--- config.mk ---
export PLATFORM = sky130hd
export DESIGN_NAME = regfile_sb
export DESIGN_NICKNAME = d
export VERILOG_FILES = /design/src/rtl/regfile_sb.sv
export SDC_FILE = /design/constraint.sdc
export NUM_CORES = 2
export LEC_CHECK = 0
export BUFFER_PORTS_ARGS = -buffer_cell sky130_fd_sc_hd__buf_2
export CORE_MARGIN = 3
export CORE_UTILIZATION = 50
export CTS_BUF_LIST = sky130_fd_sc_hd__clkbuf_16
export CTS_CLUSTER_SIZE = 20
export DETAILED_ROUTE_END_ITERATION = 12
export PLACE_DENSITY = 0.7
export SYNTH_ARGS = -nofsm -noshare
export SYNTH_HDL_FRONTEND = slang
export SYNTH_SLANG_ARGS = --single-unit
--- constraint.sdc ---
create_clock -name clk -period 4.6 [get_ports clk]
set_input_delay 1.38 -clock clk [delete_from_list [all_inputs] [get_ports clk]]
set_output_delay 1.38 -clock clk [all_outputs]
set_load 0.01 [all_outputs]
--- src/rtl/regfile_sb.sv ---
// regfile_sb: 32x32 general-purpose register file with a per-register issue scoreboard.
// Inputs are the writeback port (we/waddr/wdata), the issue port (iss_we/iss_addr) and two
// read ports (reN/raddrN). Outputs are the combinational read data (rdataN) and the busy
// flags (busyN). Defining REGFILE_BYPASS_EN forwards same-cycle writeback data to the readers.
module regfile_sb #(
    parameter int DATA_W = 32,
    parameter int ADDR_W = 5,
    parameter int NREG   = 32
) (
    input  logic              clk,
    input  logic              rst,
    input  logic              we,
    input  logic [ADDR_W-1:0] waddr,
    input  logic [DATA_W-1:0] wdata,
    input  logic              re1,
    input  logic [ADDR_W-1:0] raddr1,
    output logic [DATA_W-1:0] rdata1,
    input  logic              re2,
    input  logic [ADDR_W-1:0] raddr2,
    output logic [DATA_W-1:0] rdata2,
    input  logic              iss_we,
    input  logic [ADDR_W-1:0] iss_addr,
    output logic              busy1,
    output logic              busy2
);

    logic [DATA_W-1:0] regs [NREG];
    logic [NREG-1:0]   busy;
    logic              hit1;
    logic              hit2;

    always_ff @(posedge clk or negedge rst) begin
        if (!rst) begin
            for (int i = 0; i < NREG; i++) begin
                regs[i] <= '0;
            end
            busy <= '0;
        end else begin
            if (we && waddr != '0) begin
                regs[waddr] <= wdata;
            end
            busy[0] <= 1'b0;
            // A new issue outranks a retiring write to the same register.
            for (int i = 1; i < NREG; i++) begin
                if (iss_we && iss_addr == ADDR_W'(i)) begin
                    busy[i] <= 1'b1;
                end else if (we && waddr == ADDR_W'(i)) begin
                    busy[i] <= 1'b0;
                end
            end
        end
    end

`ifdef REGFILE_BYPASS_EN
    assign hit1 = we && re1 && raddr1 != '0 && waddr == raddr1;
    assign hit2 = we && re2 && raddr2 != '0 && waddr == raddr2;
`else
    assign hit1 = 1'b0;
    assign hit2 = 1'b0;
`endif

    always_comb begin
        rdata1 = '0;
        if (rst && re1 && raddr1 != '0) begin
            rdata1 = hit1 ? wdata : regs[raddr1];
        end
    end

    always_comb begin
        rdata2 = '0;
        if (rst && re2 && raddr2 != '0) begin
            rdata2 = hit2 ? wdata : regs[raddr2];
        end
    end

    assign busy1 = rst && re1 && raddr1 != '0 && busy[raddr1] && !hit1;
    assign busy2 = rst && re2 && raddr2 != '0 && busy[raddr2] && !hit2;

endmodule

==> run summary <==
Run status: finished with violations
Failing checks: setup timing
Most common flop cell mapped by yosys: dfrtp_1
Cell Area, Synth: 57500 sq um
Largest stage delay, worst path: 530 ps
Mapped Nets: 4316
Pin count of the biggest net entering global routing: 171
DRC: 0
Number of flops mapped to enable cells by yosys: 0
Hold slack final: 394 ps
RSZ-0062 raised after global routing: yes
Initial core utilization: 50.8%
Synth top area share: 45.9%
Setup ws final: -55.2 ps
Hold WC Path Type: reg2reg
Placed cells: 5746
Seq/Total Area, Yosys: 45.9%
Global route overflow: 0
Worst slew margin: 23.5%
R2R cell count: 1
Max_cap viols: 0
Clk Latency, worst-skew pair: 710 ps
DRT Pass-1 Iters: 6
Critical Path RT: 3220 ps
First-pass GRT wire length: 281000 um
Final Cell Area: 67000 sq um
Layout cells sized above 1: 49.5%
WS Path Type: in2out
Vias per cell: 6.73
Final Hold Fails: 0
Synth top area cells: dfrtp_1 (46%), mux2_2 (22%), mux4_2 (11%)
Arrival time worst endpoint: 3280 ps
Syn-to-layout area delta: 16.4%
Routed wire length per instance: 32.0 um
R2R Path End: regs[927]
Asr flop ratio synth: 100%
Cts bufs inserted: 114
Vias in the first global route: 41000
Die Height: 345 um
Clock slew at reported path FFs: 60 ps
Number of synthesized register bits: 1055
Cell Pwr Density: 409 nW/um^2
Dpl hpwl: 118000 um
Min-delay src: regs[1001]
CP Launch Type: primary input
Placement Setup Slack: -231 ps
Yosys top cell by area: dfrtp_1
Final RePlAce weighted congestion: 0.881
IO Pins: 124
Core area: 113000 sq um
Syn. warnings: 0
Finished Layout Cells: 6038
Layout Nets: 4490
Worst Setup End Kind: primary output
Initial DRC Count: 4367
Syn Inst Count: 4258
Syn Area/Cell: 13.5 sq um
I/O Buffers: 123
CP Cell Sequence: buf_16 > or4_4 > o211ai_1 > nand2b_4 > buf_12 > buf_12 > o211ai_1 > buf_2
Slew of the pin with the lowest slew margin: 1150 ps
Hold_buf cts: 0
Most common cell after layout, fill and taps aside: mux2_2
ANT nets after route: 0
Max Freq: 215 MHz
Slowest stage cell, crit path: or4_4
Placed instance area: 61800 sq um
Clk root buf: clkbuf_16
CP Max Fanout: 7
DR vias: 40600
Reg2reg setup slack: 3770 ps
Final wirelength: 193000 um
Minimum clock period after layout: 4660 ps
Die width: 345 um
Tcrit/Tclk final: 101%
Leak Pwr: 30.1 nW
Longest Clk Path Bufs: 3
Cells on Worst Hold Path: 0
VDD IR max: 0.294 mV
Die Area: 119000 sq um
All-Layer GR Usage: 31.5%
Crit Reg-Reg Startpoint: regs[927]
Initial antenna violation count: 23
Yosys cell types: 51
Most frequent cells in the layout: mux2_2 (1125), dfrtp_1 (1055), mux2i_1 (432)
Final setup fails: 10
Final Max Tran Viols: 0
H-tree level count: 3
# clock sinks: 1055
Core Util, Final: 59.1%
CTS tree: built
Fin Clk Skew: 0 ps
Hold Path End: regs[1001]
# rows: 123
cell type report:
type                            count  area [sq um]
Antenna cell                       10          25.0
Clock buffer                      121          3030
Clock inverter                     91           616
Fill cell                        8796         46300
Inverter                           22          85.1
Multi-Input combinational cell   2711         29400
Sequential cell                  1055         26400
Tap cell                         1500          1880
Timing Repair Buffer              528          5510
registers in the layout (all words and copies together) (netlist names):
| signal | flops |
|---|---|
| regs | 1024 |
| busy | 31 |
critical path, delay by kind of cell:
family | cells | cell delay [ps]
simple gates | 2 | 780
compound gates | 2 | 380
buf+inv | 4 | 700
metrics by stage:
step                      total power [mW]  TNS [ps]
after floorplan                       16.2         0
after global placement                17.9     -2620
after detailed placement              18.1     -2600
after CTS                             27.2      -222
after global routing                  28.4      -779
final                                 27.4      -193
cells by family (layout without fill, tap and decap cells):
family,after synthesis,after routing,share of synthesized area [%]
other,0,10,0
flip-flops,1055,1055,45.9
buffers and inverters,492,762,4.10
AO/OA/AOI/OAI,436,436,5.46
AND/OR/NAND/NOR,419,419,3.44
multiplexers,1856,1856,41.1
cell usage after synthesis, drive strengths merged (41+ instances only):
cell type,count
a21oi,65
nor2b,47
nand2,151
mux4,292
dfrtp,1055
o22ai,41
clkbuf,222
o21ai,41
mux2,1129
nor2,85
mux2i,435
a22oi,83
buf,248
per-layer routing:
metal | GRT usage, % | up-vias | wire [um]
met4 | 13.3 | 12 | 8860
met3 | 7.47 | 507 | 19300
li1 | - | 16400 | -
met5 | 0 | - | 73
met2 | 48.1 | 2129 | 87800
met1 | 43.4 | 21600 | 77300
how the worst max path moves through the flow:
stage,from,end,slack [ps],cells past startpoint
after floorplan,raddr1[0],rdata1[31],350,6
after global placement,raddr2[4],rdata2[9],-270,7
after detailed placement,raddr2[0],rdata2[7],-230,8
after CTS,raddr1[0],rdata1[10],-40,7
after global routing,raddr2[2],rdata2[7],-90,8
final,raddr2[2],rdata2[10],-60,8
timing repair:
action | CTS | global route
endpoints found under the setup margin | 45 | 58
pin swaps | 7 | 14
hold endpoints to repair | 0 | 0
cloned | 4 | 7
buffers inserted | 20 | 40
resized for setup | 45 | 48
report_power, final:
group	internal (mW)	switching, mW	leakage (nW)
Sequential	11.1	1.38	13.5
Clock	5.19	3.89	1.89
Combinational	3.42	2.42	14.7
Total	19.7	7.70	30.1
(Power assumes the default switching activity.)
